**src/rtl/decoder_pkg.sv**
```systemverilog
// Shared constants and helpers for the scan decoder family.
package decoder_pkg;

    localparam logic MODE_DIRECT = 1'b0;
    localparam logic MODE_SCAN   = 1'b1;

    // A counter for DWELL states needs clog2(DWELL) bits.
    // DWELL = 1 would give zero bits, so clamp the result to at least one bit.
    function automatic int dwell_cnt_width(input int dwell);
        int w;
        w = $clog2(dwell);
        return (w < 1) ? 1 : w;
    endfunction

endpackage

```
**src/rtl/onehot_decoder.sv**
```systemverilog
// Combinational N-to-2^N one-hot decoder with active-high enable.
module onehot_decoder #(
    parameter int ADDR_WIDTH = 2,
    localparam int OUT_WIDTH = 2 ** ADDR_WIDTH
) (
    input  logic                  enable,
    input  logic [ADDR_WIDTH-1:0] addr,
    output logic [OUT_WIDTH-1:0]  out
);

    // Each output bit compares addr against its own index.
    for (genvar gi = 0; gi < OUT_WIDTH; gi++) begin : g_bit
        assign out[gi] = enable && (addr == ADDR_WIDTH'(gi));
    end

endmodule

```
**src/rtl/scan_decoder.sv**
```systemverilog
// Registered one-hot decoder with direct-decode and dwell-timed auto-scan modes.
module scan_decoder
    import decoder_pkg::*;
#(
    parameter int ADDR_WIDTH = 2,
    parameter int DWELL      = 1,
    localparam int OUT_WIDTH = 2 ** ADDR_WIDTH
) (
    input  logic                  clk,
    input  logic                  reset,
    input  logic                  enable,
    input  logic                  mode,
    input  logic                  load,
    input  logic [ADDR_WIDTH-1:0] addr,
    output logic [OUT_WIDTH-1:0]  out,
    output logic [ADDR_WIDTH-1:0] cur_addr,
    output logic                  wrap
);

    localparam int             CNT_W      = dwell_cnt_width(DWELL);
    localparam logic [CNT_W-1:0] DWELL_LAST = CNT_W'(DWELL - 1);

    logic [ADDR_WIDTH-1:0] cur_addr_q, cur_addr_d;
    logic [CNT_W-1:0]      dwell_cnt_q, dwell_cnt_d;
    logic [OUT_WIDTH-1:0]  out_q, out_d;
    logic                  wrap_q, wrap_d;

    // The decoder always looks at the next address, so out_q and cur_addr_q
    // update on the same edge and out stays onehot(cur_addr) when non-zero.
    onehot_decoder #(
        .ADDR_WIDTH (ADDR_WIDTH)
    ) u_onehot (
        .enable (enable),
        .addr   (cur_addr_d),
        .out    (out_d)
    );

    // Next-state selection: enable gate, then direct decode or scan priority.
    always_comb begin
        cur_addr_d  = cur_addr_q;
        dwell_cnt_d = dwell_cnt_q;
        wrap_d      = 1'b0;
        if (enable) begin
            if (mode == MODE_DIRECT) begin
                cur_addr_d  = addr;
                dwell_cnt_d = '0;
            end else if (load) begin
                cur_addr_d  = addr;
                dwell_cnt_d = '0;
            end else if (dwell_cnt_q == DWELL_LAST) begin
                dwell_cnt_d = '0;
                cur_addr_d  = cur_addr_q + ADDR_WIDTH'(1);
                wrap_d      = &cur_addr_q;
            end else begin
                dwell_cnt_d = dwell_cnt_q + CNT_W'(1);
            end
        end
    end

    // State and output registers with synchronous reset.
    always_ff @(posedge clk) begin
        if (reset) begin
            cur_addr_q  <= '0;
            dwell_cnt_q <= '0;
            out_q       <= '0;
            wrap_q      <= 1'b0;
        end else begin
            cur_addr_q  <= cur_addr_d;
            dwell_cnt_q <= dwell_cnt_d;
            out_q       <= out_d;
            wrap_q      <= wrap_d;
        end
    end

    assign out      = out_q;
    assign cur_addr = cur_addr_q;
    assign wrap     = wrap_q;

endmodule

```
**config.mk**
```make
export PLATFORM = sky130hd
export DESIGN_NAME = scan_decoder
export DESIGN_NICKNAME = d
export VERILOG_FILES = /design/src/rtl/decoder_pkg.sv /design/src/rtl/onehot_decoder.sv /design/src/rtl/scan_decoder.sv
export SDC_FILE = /design/constraint.sdc
export NUM_CORES = 1
export LEC_CHECK = 0
export CORE_AREA = 2 2 39 41
export CTS_BUF_LIST = sky130_fd_sc_hd__clkbuf_16
export CTS_CLUSTER_DIAMETER = 150
export DETAILED_ROUTE_END_ITERATION = 6
export DIE_AREA = 0 0 41 43
export SLEW_MARGIN = 10
export SYNTH_ARGS = -nofsm -noshare
export SYNTH_HDL_FRONTEND = slang
export SYNTH_HIERARCHICAL = 1
export SYNTH_SLANG_ARGS = --single-unit
export TNS_END_PERCENT = 20
```
**constraint.sdc**
```tcl
create_clock -name clk -period 1.6 [get_ports clk]
set_input_delay 0.16 -clock clk [delete_from_list [all_inputs] [get_ports clk]]
set_output_delay 0.16 -clock clk [all_outputs]
set_load 0.1 [all_outputs]
```
== After elaboration in Yosys (flattened, before gate mapping) ==
Index checks and enable logic that the tools add are counted.
Storage, ports and cells
  register bits: 8
  latch bits: 0
  memory bits (writable): 0
  ROM bits: 0
  bits of input ports: 7
  output and inout bits: 7
  word-level logic and storage cells: 25
  memories kept: 0
Operators by class
  add/sub/neg operators: 2
  multiply operators: 0
  div/mod/pow operators: 0
  magnitude comparators: 0
  equality and inequality tests: 3
  shift operators: 0
  muxes and demuxes: 7
  bitwise logic cells: 2
  reduce and logical (&&, ||, !) cells: 7
Operator list (count)
  $mux 2: 4
  $reduce_or 5->1: 1
  $eq 2x2->1 const B: 2
  $logic_and 1x1->1: 4
  $mux 1: 3
  $add 2x1->2 const B: 1
  $eq 2x1->1 const B: 1
  $logic_not 2->1: 1
  $not 1->1: 2
  $reduce_and 2->1: 1
  $add 1x1->1 const B: 1

== Logic depth before layout (Yosys ltp) ==
Gate-level depths: netlist of the first run.
  depth in word-level cells: 7
  gate-level depth with buffers: 5

== By module ==
The synthesis of the first run kept the hierarchy.
By module, submodules not included
  scan_decoder: times used 1, cells each 29, area an instance 324.1 µm²
  onehot_decoder: times used 1, cells each 4, area an instance 37.5 µm²

== Least setup slack after synthesis of the first run ==
No wires, ideal clock.
  path type: reg2reg
  start point: register cur_addr_q[0] (netlist: cur_addr[0])
  end point: register out_q[1] (netlist: out[1])
  library setup time: 114 ps
  arrival: 2108 ps
  required time: 1486 ps
  setup slack: -622 ps
  cell stages (with the launch flop): 6
  clock period less this slack: 2222 ps
  cells stage by stage: dfxtp_1 ha_1 and4bb_1 a211oi_1 and3b_1 nor2b_1
On the way
  cells in the longest elaborated chain, start to end: 7
RTL lines
  from (decl): line scan_decoder.sv:23  | logic [ADDR_WIDTH-1:0] cur_addr_q, cur_addr_d;
  from (signal assigned): line scan_decoder.sv:68  | cur_addr_q <= cur_addr_d;
  $add 2x1->2: line scan_decoder.sv:52  | cur_addr_d = cur_addr_q + ADDR_WIDTH'(1);
  $mux 2: line scan_decoder.sv:50  | end else if (dwell_cnt_q == DWELL_LAST) begin
  $mux 2: line scan_decoder.sv:47  | end else if (load) begin
  $mux 2: line scan_decoder.sv:44  | if (mode == MODE_DIRECT) begin
  $mux 2: line scan_decoder.sv:43  | if (enable) begin
  via cur_addr_d[1]: line scan_decoder.sv:23
  $eq 2x1->1: line onehot_decoder.sv:13  | assign out[gi] = enable && (addr == ADDR_WIDTH'(gi));
  $logic_and 1x1->1: line onehot_decoder.sv:13
  via out_d[1]: line scan_decoder.sv:25  | logic [OUT_WIDTH-1:0] out_q, out_d;
  to (signal assigned): line scan_decoder.sv:70  | out_q <= out_d;
  to (decl): line scan_decoder.sv:25
The timed path passes the listed nets, and every way through them passes these cells.
A chain may end at the register's enable or synchronous reset.

== Worst setup path in the final report of the first run ==
Ends and elaborated chain as after synthesis.

==> impl_results.md, run 1 <==
* Outcome: completed
* Min-delay src: addr[0]
* Core box area at 1380 µm²
* Final nets at 67
* Setup TNS at 0 ns
* Pre-CTS setup slack at -0.113 ns
* Sequential-to-total area share from yosys stat at 0.388
* Initial DRC Count at 1
* Setup-failing EPs final at 0
* CTS buffer count at 3
* Initial core utilization at 0.261
* CP startpoint: cur_addr[0]
* Drt pass-1 iters at 2
* Core Util, Final at 0.537
* Insertion delay to the later sink of the worst-skew pair at 0.23 ns
* Boundary Pins at 14
* FP Rows at 14
* HP Class: input port to flip-flop
* Final period utilization at 0.940
* Root buffer cell: clkbuf_16
* Number of global-route vias before repair at 272
* H-tree depth at 1
* Num Clock Sinks at 7
* Vias/cell at 4.32
* Post-CTS Hold Buffers at 0
* Distinct cells, synth at 19
* Psw at 0.204 mW
* Synth-to-Final Area Change at 106%
* Mapped Cells at 33
* DRC at 0
* Seq pwr share at 0.240
* Leakage power total at 0.322 nW
* Drt total wl at 775 µm
* Critical path endpoint category: flip-flop
* Min Clock Period, post-route at 1.50 ns
* Comb power frac at 0.229
* RSZ-0062 raised after global routing: false
* Hold Vio Cnt, Final at 0
* Worst hold slack at 0.551 ns
* Crit Path Max Fanout at 4
* CP Launch Type: flip-flop
* DR WL/cell at 10.5 µm
* Buffers added on ports at 13
* Clk buf depth at 2
* Crit Path Class: flip-flop to flip-flop
* Reg clk slew, reported paths at 0.04 ns
* Worst setup margin at 0.0967 ns
* Max_cap viols at 0
* Die area at 1760 µm²
* FMAX at 0.665 GHz
* Total internal power at 0.598 mW
* Switching Share at 0.254
* Die W at 41 µm
* Top routing layer in use: met4
* Pin count of the biggest net entering global routing at 10
* Wl on met1 at 374 µm
* Tightest Pin Transition at 0.272 ns
* Die Ht at 43 µm
* First-pass GRT wire length at 1170 µm
* Routed met2 length at 327 µm
* Reg-to-Reg Start: cur_addr[0]
* Yosys warning count at 6
* PwrDens at 1080 nW/µm²
* CTS tree: yes
* Initial antenna violation count at 0
* Syn_nets at 41
* Inserted Diodes at 0
* Commonest non-fill, non-tap cells in the layout: buf_4, buf_12, clkdlybuf4s50_1, nor2b_1, dfxtp_1
* Yosys reg bits at 7
* Worst VDD drop at 368 µV
* Clk network pwr share at 0.530
* DR vias at 320
* Metal3 WL at 39 µm
* DRT antenna net count at 0
* Slew Limit Fails at 0
* WP data required at 1.71 ns
* Worst slew margin at 0.818
* Overflow after GRT at 0
* Skew final at 0.00105 ns
* Commonest non-fill, non-tap cell in the layout: buf_4
* Post-Syn Area at 362 µm²
* Mean Syn Cell Area at 11.0 µm²
* Post-detail-place hpwl at 578 µm
* Final GP Congestion at 0.743
* Total track usage at 0.105
* CP Data Arrival Time at 1.62 ns
* Layout cell share with drive strength beyond 1 at 0.500
[per-stage QoR]
stage          power, mW  std cells  cell area [µm²]
3_5_place_dp       0.377         70              651
2_1_floorplan      0.294         33              374
6_report           0.802         74              743
4_1_cts            0.810         74              731
5_1_grt            0.832         74              743
3_3_place_gp       0.376         70              651
[per-layer routing]
layer  track usage  up-vias
met5             0        -
met4         0.140        0
met3        0.0157        4
met2         0.134       11
met1         0.122      131
li1              -      174
[registers in the layout, summed over array words and instances, names as in the netlist]
signal and flops:
out 4, cur_addr 2, wrap 1
[power by group through the flow]
stage	Sequential, mW	Clock, mW	Combinational [mW]
floorplan	0.251	0	0.0426
global placement	0.193	0	0.183
detailed placement	0.193	0	0.183
CTS	0.191	0.436	0.184
global route	0.193	0.443	0.196
finish	0.192	0.425	0.184
[Yosys cell counts]
| master | instances | area share |
|---|---|---|
| a311o_1 | 1 | 0.028 |
| inv_1 | 1 | 0.010 |
| and3b_1 | 2 | 0.048 |
| nand2_1 | 1 | 0.010 |
| and4bb_1 | 2 | 0.069 |
| o21bai_1 | 2 | 0.042 |
| ha_1 | 1 | 0.035 |
| buf_6 | 1 | 0.031 |
| and3_2 | 1 | 0.021 |
| dfxtp_1 | 7 | 0.39 |
| and4b_1 | 1 | 0.028 |
| nor2_1 | 1 | 0.010 |
| a311oi_2 | 1 | 0.042 |
| a211oi_1 | 2 | 0.042 |
| nand2b_4 | 1 | 0.038 |
| nor3_1 | 1 | 0.014 |
| nor2b_1 | 5 | 0.087 |
| nor3b_2 | 1 | 0.035 |
| nor2b_2 | 1 | 0.024 |
[cell families after synthesis]
kind of cell	share of synthesized area
DFF	0.388
buffers and inverters	0.0415
AOI/OAI and AO/OA	0.152
and+or+nand+nor	0.384
adders and majority gates	0.0346
[final timing paths]
path	end	slack [ns]	cells past startpoint
worst max-delay path	out[1]	0.1	5
worst min-delay path	cur_addr[0]	0.55	3
worst max register to register	out[1]	0.1	5
worst min register to register	wrap	0.62	3
[worst max-delay path, stage by stage (launching register included)]
cell and delay, ns:
dfxtp_4 0.36, ha_4 0.25, and4bb_1 0.22, a211oi_2 0.24, and3b_1 0.21, nor2b_1 0.12
[timing repair]
item | 4_1_cts | 5_1_grt
buffers inserted | 0 | 0
endpoints found under the setup margin | 0 | 1
resized for setup | 0 | 1
[final cells by class]
type	instances	area, µm²
timing repair buffer	22	268
fill	119	641
clock buffer	3	75.1
clock inverter	1	5.00
multi-input combinational	24	224
inverter	1	3.75
sequential	7	148
tap	16	20.0
Note: power is estimated with default switching activity, not from simulation.
==> run 2: changes to the inputs <==
--- a/config.mk
+++ b/config.mk
@@ -10,6 +10,7 @@
 export CTS_CLUSTER_DIAMETER = 150
 export DETAILED_ROUTE_END_ITERATION = 6
 export DIE_AREA = 0 0 41 43
+export SETUP_SLACK_MARGIN = 0.1
 export SLEW_MARGIN = 10
 export SYNTH_ARGS = -nofsm -noshare
 export SYNTH_HDL_FRONTEND = slang
==> run 2 against run 1 <==
  * Sequential power increased by 2%
  * First-iteration DRC count unchanged
  * Clock power fell by 1%
  * Critical endpoint unchanged
  * Largest cell class unchanged
==> impl_results.md, run 2 (synthesis gave the netlist of run 1 again) <==
* Outcome: completed
* FP Rows at 14 (unchanged)
* Final GP Congestion at 0.715 (-3.8%)
* Multi-input gate area at 224 µm² (unchanged)
* Initial core utilization at 0.261 (unchanged)
* Crit Path Max Fanout at 6 (+2)
* CTS buffer count at 3 (unchanged)
* Hold Path Depth at 3 (unchanged)
* Total track usage at 0.115 (+0.00927)
* Core box area at 1380 µm² (unchanged)
* Core Util, Final at 0.519 (-0.0181)
* Placed Instance Area at 641 µm² (-1.5%)
* WP data required at 1.71 ns (about the same)
* Drt pass-1 iters at 2 (unchanged)
* Commonest non-fill, non-tap cells in the layout: buf_12, buf_4, nor2b_1, clkdlybuf4s50_1, dfxtp_1
* Buffers added on ports at 13 (unchanged)
* Post-CTS setup repair buffer count at 0 (unchanged)
* Clk buf depth at 2 (unchanged)
* DRC at 0 (unchanged)
* Crit Path Class: flip-flop to flip-flop
* Number of global-route vias before repair at 340 (+25%)
* Pin count of the biggest net entering global routing at 9 (-1)
* Die area at 1760 µm² (unchanged)
* Boundary Pins at 14 (unchanged)
* Setup-failing EPs final at 0 (unchanged)
* Sequential cell area at 148 µm² (unchanged)
* Inserted Diodes at 0 (unchanged)
* Reg clk slew, reported paths at 0.04 ns (about the same)
* Min Clock Period, post-route at 1.49 ns (-0.0101 ns)
* CP Data Arrival Time at 1.60 ns (-0.02 ns)
* RSZ-0062 raised after global routing: true
* Leakage power total at 0.309 nW (-4.0%)
* CTS tree: yes
* Worst R2R Path Depth at 5 (unchanged)
* Die Ht at 43 µm (unchanged)
* Post-detail-place hpwl at 603 µm (+4.2%)
* Critical path endpoint category: flip-flop
* Num Clock Sinks at 7 (unchanged)
* CP Launch Type: flip-flop
* Final period utilization at 0.933 (-0.00631)
* Skew final at 0.00140 ns (+0.000348 ns)
* DR vias at 325 (+1.6%)
* HP Class: input port to flip-flop
* Slew Limit Fails at 0 (unchanged)
* Die W at 41 µm (unchanged)
* Max_cap viols at 0 (unchanged)
* Initial antenna violation count at 0 (unchanged)
* Drt total wl at 801 µm (+3.4%)
* Max FFs per register at 4 (unchanged)
* DR WL/cell at 11.3 µm (+7.7%)
* FMAX at 0.670 GHz (+0.68%)
* Worst slew margin at 0.821 (+0.00252)
* PwrDens at 1100 nW/µm² (+1.7%)
* Final nets at 64 (-4.5%)
* Hold Vio Cnt, Final at 0 (unchanged)
* Worst VDD drop at 413 µV (+12%)
* H-tree depth at 1 (unchanged)
* Vias/cell at 4.58 (+5.9%)
* Synth-to-Final Area Change at 98.6%
* Worst hold slack at 0.541 ns (-0.0105 ns)
* First-pass GRT wire length at 1310 µm (+12%)
* Layout cell share with drive strength beyond 1 at 0.455 (-0.0455)
* Tightest Pin Transition at 0.269 ns (-0.00377 ns)
* Fillers at 132 (+11%)
* Total power draw at 0.788 mW (-1.7%)
* Overflow after GRT at 0 (unchanged)
* Initial DRC Count at 1 (unchanged)
* Root buffer cell: clkbuf_16
* Cell area after layout at 718 µm² (-3.4%)
* DRT antenna net count at 0 (unchanged)
* Commonest non-fill, non-tap cell in the layout: buf_12
* Insertion delay to the later sink of the worst-skew pair at 0.23 ns (about the same)
==> run 2: cell count changes in the layout (fill, tap and decap cells not counted), sizes merged <==
cell	before	now
buf	16	13
clkdlybuf4s50	6	5
clkinv	1	0
dlygate4sd2	0	1
inv	1	2
==> run 2: final timing paths <==
check              startpoint     endpoint  slack, ns
setup / recovery  cur_addr[0]       out[1]       0.11
hold / removal        addr[0]  cur_addr[0]       0.54
setup reg to reg  cur_addr[0]       out[1]       0.11
hold reg to reg   cur_addr[1]  cur_addr[1]       0.57
==> run 2: cell type report <==
type | instances | share of cell area
Sequential cell | 7 | 0.206
Multi-Input combinational cell | 24 | 0.312
Clock buffer | 3 | 0.105
Timing Repair Buffer | 19 | 0.340
Inverter | 1 | 0.00523
Tap cell | 16 | 0.0279
Clock inverter | 1 | 0.00523
==> run 2: routing by layer <==
metal / global-route usage / share of wire
met2: 0.184 / 0.53
met4: 0.0800 / 0
met5: 0 / 0
met3: 0.0314 / 0.055
met1: 0.120 / 0.42
==> run 2: what timing repair did <==
| item | 4_1_cts | 5_1_grt |
|---|---|---|
| endpoints found under the setup margin | 4 | 4 |
| hold endpoints to repair | 0 | 0 |
| cloned | 0 | 0 |
| hold buffers | 0 | 0 |
| gates resized for setup | 1 | 0 |
==> run 2: through the flow <==
step,instances,worst slack (ns),TNS [ns]
2_1_floorplan,33,0.0473,0
3_3_place_gp,67,-0.165,-0.572
3_5_place_dp,67,-0.180,-0.632
4_1_cts,71,0.101,0
5_1_grt,71,0.0391,0
6_report,71,0.107,0
==> run 2: power breakdown <==
part	total [mW]	internal, mW	switching (mW)
registers	0.196	0.184	0.0124
clock network	0.419	0.325	0.0936
logic	0.173	0.0794	0.0937
total	0.788	0.588	0.200
==> run 2: critical path: stages (launching register included) <==
cell	delay [ns]
dfxtp_4	0.37
ha_4	0.26
and4bb_1	0.19
a211oi_2	0.24
and3b_1	0.21
nor2b_1	0.12
==> run 3: changes to the inputs <==
--- a/config.mk
+++ b/config.mk
@@ -10,6 +10,7 @@
 export CTS_CLUSTER_DIAMETER = 150
 export DETAILED_ROUTE_END_ITERATION = 6
 export DIE_AREA = 0 0 41 43
+export MAX_ROUTING_LAYER = met4
 export SETUP_SLACK_MARGIN = 0.1
 export SLEW_MARGIN = 10
 export SYNTH_ARGS = -nofsm -noshare
==> run 3 against run 2 <==
  * Clock-buffer cell count stayed put
  * Combinational power hardly changed
  * Cell area stayed put
  * Via count stayed put
  * Critical path depth stayed put
  * Sequential power hardly changed
  * Hold slack hardly changed
  * Clock power hardly changed
  * Critical path type unchanged
==> impl_results.md, run 3 (synthesis gave the netlist of run 1 again) <==
* Outcome: completed
* Worst path max stage delay at 0.37 ns (about the same)
* Die Ht at 43 µm (unchanged)
* Commonest non-fill, non-tap cells in the layout: buf_12, buf_4, nor2b_1, clkdlybuf4s50_1, dfxtp_1
* Final period utilization at 0.933 (about the same)
* Setup-failing EPs final at 0 (unchanged)
* Post-detail-place hpwl at 603 µm (unchanged)
* FMAX at 0.670 GHz (about the same)
* Core box area at 1380 µm² (unchanged)
* Boundary Pins at 14 (unchanged)
* FP Rows at 14 (unchanged)
* Post-CTS setup repair buffer count at 0 (unchanged)
* Commonest non-fill, non-tap cell in the layout: buf_12
* CP Data Arrival Time at 1.60 ns (about the same)
* Initial DRC Count at 1 (unchanged)
* Placed Cells at 67 (unchanged)
* Drt total wl at 801 µm (unchanged)
* Post-CTS resize count at 1 (unchanged)
* Num Clock Sinks at 7 (unchanged)
* Critical path endpoint category: flip-flop
* CP startpoint: cur_addr[0]
* Min-delay src: addr[0]
* HP Class: input port to flip-flop
* DRC at 0 (unchanged)
* Reg clk slew, reported paths at 0.04 ns (about the same)
* DR vias at 325 (unchanged)
* Initial core utilization at 0.261 (unchanged)
* Die W at 41 µm (unchanged)
* Layout cell share with drive strength beyond 1 at 0.455 (unchanged)
* Final GP Congestion at 0.723 (+1.1%)
* Inserted Diodes at 0 (unchanged)
* Total track usage at 0.118 (+0.00284)
* Crit Path Class: flip-flop to flip-flop
* CP Launch Type: flip-flop
* Setup TNS at 0 ns (unchanged)
* CP bufs+invs at 0 (unchanged)
* Max_cap viols at 0 (unchanged)
* DR WL/cell at 11.3 µm (unchanged)
* Synth-to-Final Area Change at 98.6% (unchanged)
* Buffers added on ports at 13 (unchanged)
* RSZ-0062 raised after global routing: true
* Slew Limit Fails at 0 (unchanged)
* WP data required at 1.71 ns (about the same)
* Leakage power total at 0.309 nW (unchanged)
* Overflow after GRT at 0 (unchanged)
* CP Cell Sequence: ha_4, and4bb_1, a211oi_2, and3b_1, nor2b_1
* Initial antenna violation count at 0 (unchanged)
* Post-CTS Hold Buffers at 0 (unchanged)
* Min Clock Period, post-route at 1.49 ns (-0.00000900 ns)
* Post-route insts no fill at 71 (unchanged)
* Max FFs per register at 4 (unchanged)
* CTS buffer count at 3 (unchanged)
* Insertion delay to the later sink of the worst-skew pair at 0.23 ns (about the same)
* CP max stage cell: dfxtp_4
* Reg-to-Reg Start: cur_addr[0]
* Skew final at 0.00140 ns (-0.0000000100 ns)
* CP top delay family: simple AND/OR/NAND/NOR gates
* Final nets at 64 (unchanged)
* First-pass GRT wire length at 1310 µm (unchanged)
* Root buffer cell: clkbuf_16
* Die area at 1760 µm² (unchanged)
* CTS tree: yes
* Number of global-route vias before repair at 339 (-0.29%)
* Tightest Pin Transition at 0.269 ns (-0.00000799 ns)
* Pin count of the biggest net entering global routing at 9 (unchanged)
* Drt pass-1 iters at 2 (unchanged)
* Hold Vio Cnt, Final at 0 (unchanged)
* Worst VDD drop at 413 µV (about the same)
* H-tree depth at 1 (unchanged)
* Crit Path Max Fanout at 6 (unchanged)
* Clk buf depth at 2 (unchanged)
* Worst slew margin at 0.821 (about the same)
* Vias/cell at 4.58 (unchanged)
* PwrDens at 1100 nW/µm² (about the same)
* DRT antenna net count at 0 (unchanged)
run 3: cell counts in the layout (fill, tap and decap cells not counted):
Identical to the previous run, type by type.
run 3: worst paths after layout:
kind / to / slack, ns / depth (start not counted)
min reg2reg: cur_addr[1] / 0.57 / 2
max: out[1] / 0.11 / 5
max reg2reg: out[1] / 0.11 / 5
min: cur_addr[0] / 0.54 / 3
run 3: final cells by class:
type	count	area, µm²
Clock inverter	1	3.75
Timing Repair Buffer	19	244
Tap cell	16	20.0
Multi-Input combinational cell	24	224
Inverter	1	3.75
Fill cell	132	666
Sequential cell	7	148
Clock buffer	3	75.1
run 3: report_power, final:
part	switching, mW	internal (mW)	total [mW]
sequential	0.0124	0.184	0.196
clock	0.0936	0.325	0.419
combinational	0.0937	0.0794	0.173
run 3: metrics by stage:
step	power [mW]	hold WS [ns]	worst slack, ns	cell area [µm²]	utilization
after global routing	0.811	0.585	0.0391	718	0.519
after floorplan	0.296	0.232	0.0473	387	-
after CTS	0.797	0.547	0.101	718	0.519
final	0.788	0.541	0.107	718	0.519
after global placement	0.371	0.564	-0.165	641	0.463
after detailed placement	0.372	0.570	-0.180	641	0.463
run 3: metal layers:
metal | track usage | vias up | part of all wire
met5 | - | - | 0
met4 | 0.0800 | 0 | 0
met3 | 0.0314 | 0 | 0.056
met2 | 0.184 | 11 | 0.52
met1 | 0.120 | 150 | 0.42
li1 | - | 164 | -
run 3: tightest hold or removal path: stages:
cell and delay (ns):
clkdlybuf4s50_1 0.42, inv_1 0.07, a311oi_2 0.07
